File: src/rtl/imem_loader_pkg.sv
// Shared definitions for the instruction-memory boot loader: FSM states,
// error codes and the idle value driven on the debug write-data bus.
package imem_loader_pkg;

    // Loader FSM states
    typedef enum logic [2:0] {
        ST_IDLE  = 3'd0,
        ST_LOAD  = 3'd1,
        ST_WRITE = 3'd2,
        ST_CHECK = 3'd3,
        ST_DONE  = 3'd4,
        ST_ERROR = 3'd5
    } loader_state_t;

    // err_code values
    localparam logic [1:0] ERR_NONE   = 2'd0;
    localparam logic [1:0] ERR_VERIFY = 2'd1;
    localparam logic [1:0] ERR_RANGE  = 2'd2;
    localparam logic [1:0] ERR_ALIGN  = 2'd3;

    // RISC-V "addi x0, x0, 0": harmless value parked on the write-data bus
    localparam logic [31:0] NOP = 32'h0000_0013;

    // True when a byte address falls inside a memory of mem_words 32-bit words
    function automatic logic addr_in_range(input logic [31:0] addr, input int unsigned mem_words);
        return ({2'b00, addr[31:2]} < 32'(mem_words));
    endfunction

endpackage

File: src/rtl/imem_boot_loader.sv
// Boot-time loader: streams host words into the instruction memory through
// its debug port, reads each word back to verify it, and keeps the core's
// fetch stage held until a complete verified image is in place.
module imem_boot_loader
    import imem_loader_pkg::*;
#(
    parameter int unsigned MEM_WORDS = 1024
) (
    input  logic        clk,
    input  logic        reset_n,
    input  logic        start,
    input  logic [31:0] base_addr,
    input  logic [10:0] word_count,
    input  logic        s_valid,
    input  logic [31:0] s_data,
    output logic        s_ready,
    output logic        mem_dbg_en,
    output logic [31:0] mem_dbg_addr,
    output logic [31:0] mem_dbg_data,
    output logic        mem_dbg_we,
    input  logic [31:0] mem_dbg_rdata,
    output logic        core_hold,
    output logic        busy,
    output logic        done,
    output logic [1:0]  err_code,
    output logic [31:0] err_addr,
    output logic [10:0] words_loaded
);

    loader_state_t state_reg;
    logic [31:0]   cur_addr_reg;
    logic [10:0]   remaining_reg;
    logic [31:0]   word_reg;

    // The debug address simply follows the current word address; the memory
    // only acts on it while mem_dbg_en is high.
    assign mem_dbg_addr = cur_addr_reg;

    // Session FSM with all status/handshake outputs registered alongside the state
    always_ff @(posedge clk or negedge reset_n) begin
        if (!reset_n) begin
            state_reg     <= ST_IDLE;
            cur_addr_reg  <= 32'd0;
            remaining_reg <= 11'd0;
            word_reg      <= 32'd0;
            s_ready       <= 1'b0;
            mem_dbg_en    <= 1'b0;
            mem_dbg_data  <= NOP;
            mem_dbg_we    <= 1'b0;
            core_hold     <= 1'b1;
            busy          <= 1'b0;
            done          <= 1'b0;
            err_code      <= ERR_NONE;
            err_addr      <= 32'd0;
            words_loaded  <= 11'd0;
        end else begin
            case (state_reg)
                ST_IDLE, ST_DONE, ST_ERROR: begin
                    if (start) begin
                        if (base_addr[1:0] != 2'b00) begin
                            state_reg <= ST_ERROR;
                            err_code  <= ERR_ALIGN;
                            err_addr  <= base_addr;
                            done      <= 1'b0;
                            core_hold <= 1'b1;
                        end else if (word_count == 11'd0) begin
                            // Empty image: nothing to write, release the core
                            state_reg    <= ST_DONE;
                            err_code     <= ERR_NONE;
                            words_loaded <= 11'd0;
                            done         <= 1'b1;
                            core_hold    <= 1'b0;
                        end else begin
                            state_reg     <= ST_LOAD;
                            cur_addr_reg  <= base_addr;
                            remaining_reg <= word_count;
                            words_loaded  <= 11'd0;
                            err_code      <= ERR_NONE;
                            s_ready       <= 1'b1;
                            mem_dbg_en    <= 1'b1;
                            busy          <= 1'b1;
                            done          <= 1'b0;
                            core_hold     <= 1'b1;
                        end
                    end
                end

                ST_LOAD: begin
                    // s_ready is always high here, so s_valid alone is the handshake
                    if (s_valid) begin
                        s_ready <= 1'b0;
                        if (!addr_in_range(cur_addr_reg, MEM_WORDS)) begin
                            // Checked before every write so a wrapped address never aliases
                            state_reg  <= ST_ERROR;
                            err_code   <= ERR_RANGE;
                            err_addr   <= cur_addr_reg;
                            mem_dbg_en <= 1'b0;
                            busy       <= 1'b0;
                        end else begin
                            state_reg    <= ST_WRITE;
                            word_reg     <= s_data;
                            mem_dbg_data <= s_data;
                            mem_dbg_we   <= 1'b1;
                        end
                    end
                end

                ST_WRITE: begin
                    // Single-cycle write strobe; the memory commits at this edge
                    state_reg    <= ST_CHECK;
                    mem_dbg_we   <= 1'b0;
                    mem_dbg_data <= NOP;
                end

                ST_CHECK: begin
                    if (mem_dbg_rdata != word_reg) begin
                        state_reg  <= ST_ERROR;
                        err_code   <= ERR_VERIFY;
                        err_addr   <= cur_addr_reg;
                        mem_dbg_en <= 1'b0;
                        busy       <= 1'b0;
                    end else begin
                        words_loaded  <= words_loaded + 11'd1;
                        remaining_reg <= remaining_reg - 11'd1;
                        cur_addr_reg  <= cur_addr_reg + 32'd4;
                        if (remaining_reg == 11'd1) begin
                            state_reg  <= ST_DONE;
                            mem_dbg_en <= 1'b0;
                            busy       <= 1'b0;
                            done       <= 1'b1;
                            core_hold  <= 1'b0;
                        end else begin
                            state_reg <= ST_LOAD;
                            s_ready   <= 1'b1;
                        end
                    end
                end

                default: begin
                    state_reg  <= ST_IDLE;
                    s_ready    <= 1'b0;
                    mem_dbg_en <= 1'b0;
                    mem_dbg_we <= 1'b0;
                    busy       <= 1'b0;
                    done       <= 1'b0;
                    core_hold  <= 1'b1;
                end
            endcase
        end
    end

endmodule

File: config.mk
export PLATFORM = sky130hd
export DESIGN_NAME = imem_boot_loader
export DESIGN_NICKNAME = d
export VERILOG_FILES = /design/src/rtl/imem_loader_pkg.sv /design/src/rtl/imem_boot_loader.sv
export SDC_FILE = /design/constraint.sdc
export NUM_CORES = 1
export LEC_CHECK = 0
export CAP_MARGIN = 20
export CORE_UTILIZATION = 53
export DETAILED_ROUTE_END_ITERATION = 7
export PLACE_DENSITY = 0.95
export SETUP_SLACK_MARGIN = 0.05
export SLEW_MARGIN = 20
export SYNTH_ARGS = -nofsm -noshare
export SYNTH_HDL_FRONTEND = slang
export SYNTH_SLANG_ARGS = --single-unit
File: constraint.sdc
create_clock -name clk -period 4.72 [get_ports clk]
set_input_delay 0.708 -clock clk [delete_from_list [all_inputs] [get_ports clk]]
set_output_delay 0.708 -clock clk [all_outputs]
set_load 0.05 [all_outputs]
# [Word-level counts from Yosys, hierarchy flattened]
# Index checks and enable logic that the tools add are counted.
[classes] addsub=3 n_bitwise=3 muxes=63 n_reduce_logical=20 n_lt_le_gt_ge=1 eq_ne=19
[ops] op="two-way mux 32 bit" n=11
[ops] op="one-hot mux 32 bit (2 select lines)" n=2
[ops] op="one-hot mux 32 bit (3 select lines)" n=1
[ops] op="two-way mux 11 bit" n=7
[ops] op="one-hot mux 11 bit (2 select lines)" n=2
[ops] op="adder 32 x 3 -> 32 bit, second input constant" n=1
[ops] op="inequality test 32 bit" n=1
[ops] op="< comparator 30 x 11 -> 1 bit, second input constant" n=1
[ops] op="inequality test 2 bit, second input constant" n=11
[ops] op="two-way mux 1 bit" n=21
[ops] op="two-way mux 3 bit" n=7
[ops] op="AND reduction 7 bit" n=2
[ops] op="one-hot mux 3 bit (4 select lines)" n=1
[ops] op="adder 11 x 1 -> 11 bit, second input constant" n=1
[ops] op="equality test 11 x 1 -> 1 bit, second input constant" n=1
[ops] op="zero test 11 bit" n=1
[ops] op="subtractor 11 x 1 -> 11 bit, second input constant" n=1
[ops] op="two-way mux 2 bit" n=5
[ops] op="AND reduction 5 bit" n=2
[ops] op="AND reduction 3 bit" n=3
[ops] op="one-hot mux 1 bit (4 select lines)" n=2
[ops] op="AND reduction 4 bit" n=2
[ops] op="equality test 3 x 2 -> 1 bit, second input constant" n=2
[ops] op="equality test 3 bit, second input constant" n=2
[ops] op="14 further kinds" n=19
[totals] out_inout_bits=115 in_bits=111 elab_cells=122 reg_bits=160

# [Depth between registers and ports, before layout]
[logic_depth] word_depth=5 mapped_depth=9 mapped_depth_nobuf=8

# [Worst setup path after synthesis]
# OpenSTA, ideal clock, no wires.
[synth_timing] path_type="input -> register" from="input mem_dbg_rdata[4]" to="register err_addr[10]" setup_time_ps=128 arrival_ps=2437 path_buffers=1 required_ps=4592 setup_slack_ps=2155 path_stages=7 path_cell_list="xnor2_1 -> nand4_1 -> nor4_4 -> nand2_2 -> a22oi_4 -> buf_6 -> mux2_1"
[synth_via] elab_chain_len=3
[synth_rtl] item="from (decl)" line="imem_boot_loader.sv:21" rtl="input logic [31:0] mem_dbg_rdata,"
[synth_rtl] item="inequality test 32 bit" line="imem_boot_loader.sv:116" rtl="if (mem_dbg_rdata != word_reg) begin"
[synth_rtl] item="inequality test 2 bit (no source line)"
[synth_rtl] item="AND reduction 6 bit (no source line)"
[synth_rtl] item="to (signal assigned)" line="imem_boot_loader.sv:63" rtl="err_addr <= base_addr;"
[synth_rtl] item="to (signal assigned)" line="imem_boot_loader.sv:96" rtl="err_addr <= cur_addr_reg;"
[synth_rtl] item="to (signal assigned)" line="imem_boot_loader.sv:119" rtl="err_addr <= cur_addr_reg;"
[synth_rtl] item="to (decl)" line="imem_boot_loader.sv:26" rtl="output logic [31:0] err_addr,"
# No other way between the ends.
# A chain may end at the register's enable or synchronous reset.

# [Worst setup path after layout]
[layout_timing] from="input mem_dbg_rdata[23]" to="register err_addr[10]"
# Same word-level chain as after synthesis.

==> run metrics <==
Final GP Congestion 0.880; First-pass DRT Iterations 5; Async S/R FF share, synth 100%; number of global-route vias before repair 8,275; Synth Area in Adders 0.589%; Max-slew headroom 31.0%; sequential area share after synthesis ~47%; Die X 129 microns; worst r2r dst err_addr[10]; # rows 45; post-synthesis simple-gate area fraction 23.1%; Slew @ Worst Pin 1.03 ns; Clock Latency Late Sink 0.43 ns; Post-synth EDFFs 0; Initial Util 55.0%; Post-CTS Repair Setup Buffers 0; most used flip-flop cell after synthesis dfrtp_1; R2R depth 7; compound-cell area share of the yosys netlist 16.6%; Synth area leader dfrtp_1; critical path fanouts, max 28; CTS buffer count 17; Req. time, crit path 5.02 ns; xor-xnor portion of the synthesized cell area under 10%; Worst setup SP type primary input; share of cells above drive strength 1 5.66%; CP endpoint kind flip-flop; Achievable Freq 296 MHz; Setup violations, final 0; total track usage 31.9%; Worst VDD drop 0.288 mV; final hold vios 0; Core ar. around 0.015 sq mm; slowest CP cell nor4_4; class of the worst hold path in -> async; most frequent cell after synthesis nand2_1; clk slew on worst S/H paths about 0.06 ns; FF-to-FF setup slack approximately 1.7 ns; top post-synthesis cells by count nand2_1 (266), dfrtp_1 (156), a21oi_1 (76); r2r startpoint word_reg[4]; chip height about 130 microns; Final ANT Viol Nets 0; period utilization 71.6%; Synth area leaders dfrtp_1 (46%), nand2_1 (12%), a21oi_1 (4.5%), mux2_1 (4.2%), o21ai_0 (4.2%); max-cap viol count 0; # hold bufs at CTS 0; ANT cells 0; Congestion Overflow GR 0; RSZ-0062 raised after global routing no; WL/cell 18.4 microns; Mapped Cells 981; Hold WS 0.393 ns; routed wire length 25,700 microns; PwrDens 515 mW/mm^2; post-synth top area share a little under half; count of cell types in the netlist 60; setup tns final 0 ns; clock sink count 160; Fillers ~1,100; kind of critical path in -> reg; Final nets 1,286; root buffer cell clkbuf_16; 1st-iter DRT viols 777; post-synthesis mux area share 5.20%; Largest stage delay, worst path 0.65 ns; largest net degree at the start of global routing 102; Max Buffers Root-to-Sink 2; DRC errors left 0; status finished clean; H-tree depth 4; crit path DAT 3.68 ns; post-layout min period 3.38 ns; PortBufs ~230; Post-Syn Nets 1,096; Area Growth Syn to Fin 35.0%; via-per-instance ratio around 6; via count roughly 8,300; CTS resizes 0; Ys Warns 0; Detail Placement HPWL 18,000 microns; first-pass GRT wire length 41,000 microns; largest family of logic cells by synthesized area simple AND/OR/NAND/NOR gates; synthesized area 0.00849 sq mm; Pleak 0.00489 uW; die area about 0.017 sq mm; initial antenna violation count 0; CTS tree done; average cell area after synthesis 8.66 sq um; Setup Skew ~0.014 ns; Seq cells post-synth 160; crit-path cells clkdlybuf4s50_1 -> xnor2_1 -> nand4_1 -> nor4_4 -> nand2_2 -> a22oi_4 -> buf_4 -> mux2_1; I/O Pins 226; Final Max Slew Viols 0
[through the flow]
step / worst slack [ns] / instances / util, % / area [sq um] / power, uW
global placement: 1.06 / 1363 / 70.4 / 10900 / 4440
global route: 1.26 / 1395 / 74.3 / 11500 / 6160
finish: 1.34 / 1395 / 74.3 / 11500 / 5900
floorplan: 2.16 / 981 / - / 8490 / 3590
detailed placement: 0.910 / 1363 / 70.4 / 10900 / 4510
CTS: 1.36 / 1395 / 74.3 / 11500 / 5910
[critical path: cells and delay by family]
| kind | cells | cell delay, ns |
|---|---|---|
| AND/OR/NAND/NOR | 3 | 1.17 |
| buffers and inverters | 2 | 0.90 |
| multiplexers | 1 | 0.37 |
| AO/OA/AOI/OAI | 1 | 0.36 |
| XOR/XNOR | 1 | 0.13 |
[layout by cell type, fill, tap and decap left out, types with 5 or more instances in the layout]
master	count
a211oi_1	6
a21oi_1	76
a2bb2oi_1	13
a31oi_1	9
and3_1	8
buf_4	14
clkbuf_16	17
clkdlybuf4s50_1	224
clkinv_4	5
dfrtp_1	156
inv_1	9
mux2_1	32
mux2i_1	7
nand2_1	265
nand2b_1	7
nand3_1	21
nand4_1	18
nor2_1	34
nor3_1	19
nor4_1	20
o21ai_0	71
o21ai_1	7
o22ai_1	9
o31ai_1	15
or3_1	9
xnor2_1	33
[cell families after synthesis]
family | after synthesis
compound gates | 235
xor+xnor | 33
fa+ha+maj | 4
buf+inv | 77
flops | 160
mux | 40
simple gates | 432
[layout make-up]
| type | count | area (sq um) | area share (%) |
|---|---|---|---|
| Multi-Input combinational cell | 744 | 4200 | 36.7 |
| Sequential cell | 160 | 4010 | 35.0 |
| Timing Repair Buffer | 239 | 2360 | 20.6 |
| Clock buffer | 19 | 433 | 3.78 |
| Tap cell | 211 | 264 | 2.30 |
| Clock inverter | 13 | 163 | 1.42 |
| Inverter | 9 | 33.8 | 0.295 |
[where the power goes]
| group | leakage [uW] | internal, uW | switching, uW | total (uW) |
|---|---|---|---|---|
| Sequential | 0.00205 | 1690 | 369 | 2060 |
| Clock | 0.000295 | 834 | 571 | 1410 |
| Combinational | 0.00255 | 863 | 1570 | 2440 |
[metal layers]
metal  vias up  GRT usage [%]  share of wire (%)
li1       3816              -                  -
met1      3976           37.9                 38
met2       462           53.3                 49
met3        66           10.2                9.8
met4         0           14.2                2.9
met5         -              0                  0
[worst max path at each step]
stage,endpoint,depth (start not counted),from
after global placement,err_addr[2],8,mem_dbg_rdata[4]
after CTS,err_addr[8],8,mem_dbg_rdata[25]
after global routing,err_addr[3],8,mem_dbg_rdata[23]
after detailed placement,err_addr[16],8,mem_dbg_rdata[23]
final,err_addr[10],8,mem_dbg_rdata[23]
after floorplan,err_addr[10],7,mem_dbg_rdata[4]
Power figures use the tool's default switching activity.
==> RTL edit (same settings) <==
Register the output `mem_dbg_addr` once more, cleared by the reset; this adds one clock of latency there. The other outputs are not delayed to match.
--- a/src/rtl/imem_boot_loader.sv
+++ b/src/rtl/imem_boot_loader.sv
@@ -36,3 +36,9 @@
     // only acts on it while mem_dbg_en is high.
-    assign mem_dbg_addr = cur_addr_reg;
+    always_ff @(posedge clk or negedge reset_n) begin
+        if (!reset_n) begin
+            mem_dbg_addr <= '0;
+        end else begin
+            mem_dbg_addr <= cur_addr_reg;
+        end
+    end
 
Behaviour: not the same (a bounded check fails within 4 cycles, from zero or initial values and one cycle with reset_n low).
==> RTL edit against the original RTL <==
  * Register-to-register slack worse by 0.45 ns
  * Synthesized area is 6.9% higher
  * Hold slack got worse by 0.040 ns
  * Sequential cell count grew 32
  * Setup slack got worse by 0.14 ns
  * Non-clock buffer count is 2 lower
  * Synthesized cell count is 11% lower
  * Critical path depth fell by 1
  * Design area up 5.1%
  * Sequential power increased by 25%
  * Wire length is 1.1% higher
  * Total power increased by 17%
  * Combinational power up 20%
  * Cell count fell by 6.7%
  * Critical endpoint is now cur_addr_reg[7]
==> RTL edit: results <==
group,metric,value,unit
power,leakagePower,5.13,nW
global_routing,grt_max_degree,114,
yosys,ys_seq_area_share,53.0,%
yosys,async_reset_ff_share,100,%
power,switchingPower,3.00,mW
yosys,syn_nets,985,
sta,hold_slack,0.353,ns
drt,vias,8051,
global_routing,grt_pass1_wl,41500,µm
power,seqPwrFrac,37.4,%
yosys,netlist_top_cells_count,"188 x dfrtp_1, 126 x nand2_1, 49 x nor2_1",
setup_path,worstPathArrival,3.80,ns
clock_tree,clockBufferDepth,2,
finish,num_antenna_cells,0,
setup_path,critical_path_peak_fanout,46,
setup_path,max_stage_delay,0.64,ns
clock_tree,clk_pin_slew,0.07,ns
setup_path,r2r_cells,7,
setup_path,crit-reg2reg-launch,"state_reg[2]",
drt,first_pass_iters,7,
power,ir_drop,420,µV
status,status,"finished, final reports clean",
setup_path,critPathTopFamily,"simple AND/OR/NAND/NOR gates",
clock_tree,clk_latency,0.44,ns
yosys,ys_types,65,
placed_design,finalWeightedCongestion,0.942,
yosys,synth_area_leaders,"dfrtp_1 52%, nand2_1 5.2%, mux2_1 4.0%",
setup_path,r2r_end,"cur_addr_reg[7]",
finish,fillers,1109,
yosys,synth_ff_type,"dfrtp_1",
flow_run,max-cap-violations,0,
power,p_sw_share,43.5,%
clock_tree,cts_max_level,4,
clock_tree,root_buffer,"clkbuf_16",
clock_tree,cts_resized,0,
placed_design,io_buffer_count,225,
placed_design,hpwl,18000,µm
min_path,min_path_type,"input port to async pin",
global_routing,first_global_vias,8049,
finish,final_cell_area,0.0120,mm²
clock_tree,numCtsBuffers,17,
yosys,syn_avg_cell_area,10.4,µm²
drt,wl_per_cell,20.0,µm
clock_tree,cts_setup_buffers,0,
drt,drt_iter0_markers,1127,
clock_tree,cts_hold_buffers,0,
finish,nets,1184,
setup_path,cpMaxStageDelayCell,"nand2_2",
sta,finClkSkew,0.0111,ns
power,powerClk,1.39,mW
drt,wl,26000,µm
global_routing,grt_use_total,30.2,%
finish,final_layout_size_suffix_gt1_share,8.96,%
placed_design,placed_area,0.0115,mm²
sta,tightest_slew,1.04,ns
placed_design,dp_cells,1270,
yosys,yosys_warnings,0,
RTL edit: changes by cell type in the layout (fill, tap and decap cells not counted), sizes merged, moves of 9 or more:
cell	delta
a22o	+30
o21ai	-43
a21oi	-43
nor2	+14
mux2	+28
inv	+14
nand2	-140
a2bb2oi	-13
o31ai	-11
dfrtp	+32
nor4	-9
RTL edit: cell type report:
| cell class | instances | share of cell area, % |
|---|---|---|
| Clock buffer | 19 | 3.76 |
| Timing Repair Buffer | 237 | 19.6 |
| Tap cell | 220 | 2.29 |
| Inverter | 18 | 0.561 |
| Sequential cell | 192 | 39.9 |
| Multi-Input combinational cell | 603 | 32.8 |
| Clock inverter | 13 | 0.997 |
RTL edit: cells by family (layout without fill, tap and decap cells):
family | Yosys count | in the layout | synth area share (%)
xor gates and xnor gates | 32 | 32 | 3.09
and+or+nand+nor | 309 | 309 | 16.4
buffers and inverters | 75 | 287 | 3.74
AOI/OAI and AO/OA | 194 | 194 | 15.3
DFF | 192 | 192 | 53.0
muxes | 64 | 64 | 7.90
adders and majority gates | 4 | 4 | 0.551
RTL edit: routing by layer:
metal  GRT usage [%]  vias to the layer above  routed length (µm)
met1            38.4                     3905                9920
li1                -                     3552                   -
met5               0                        -                   0
met2            49.6                      487               12900
met4            14.1                        0                1020
met3            6.02                      107                2110
RTL edit: how the worst max path moves through the flow:
stage | start | endpoint | slack, ns | cells past startpoint
after floorplan | mem_dbg_rdata[20] | words_loaded[9] | 2.34 | 8
after global placement | mem_dbg_rdata[27] | cur_addr_reg[25] | 1.26 | 7
after detailed placement | mem_dbg_rdata[27] | cur_addr_reg[13] | 1.20 | 8
after CTS | state_reg[2] | words_loaded[8] | 1.31 | 7
after global routing | state_reg[2] | cur_addr_reg[7] | 1.03 | 7
final | state_reg[2] | cur_addr_reg[7] | 1.20 | 7
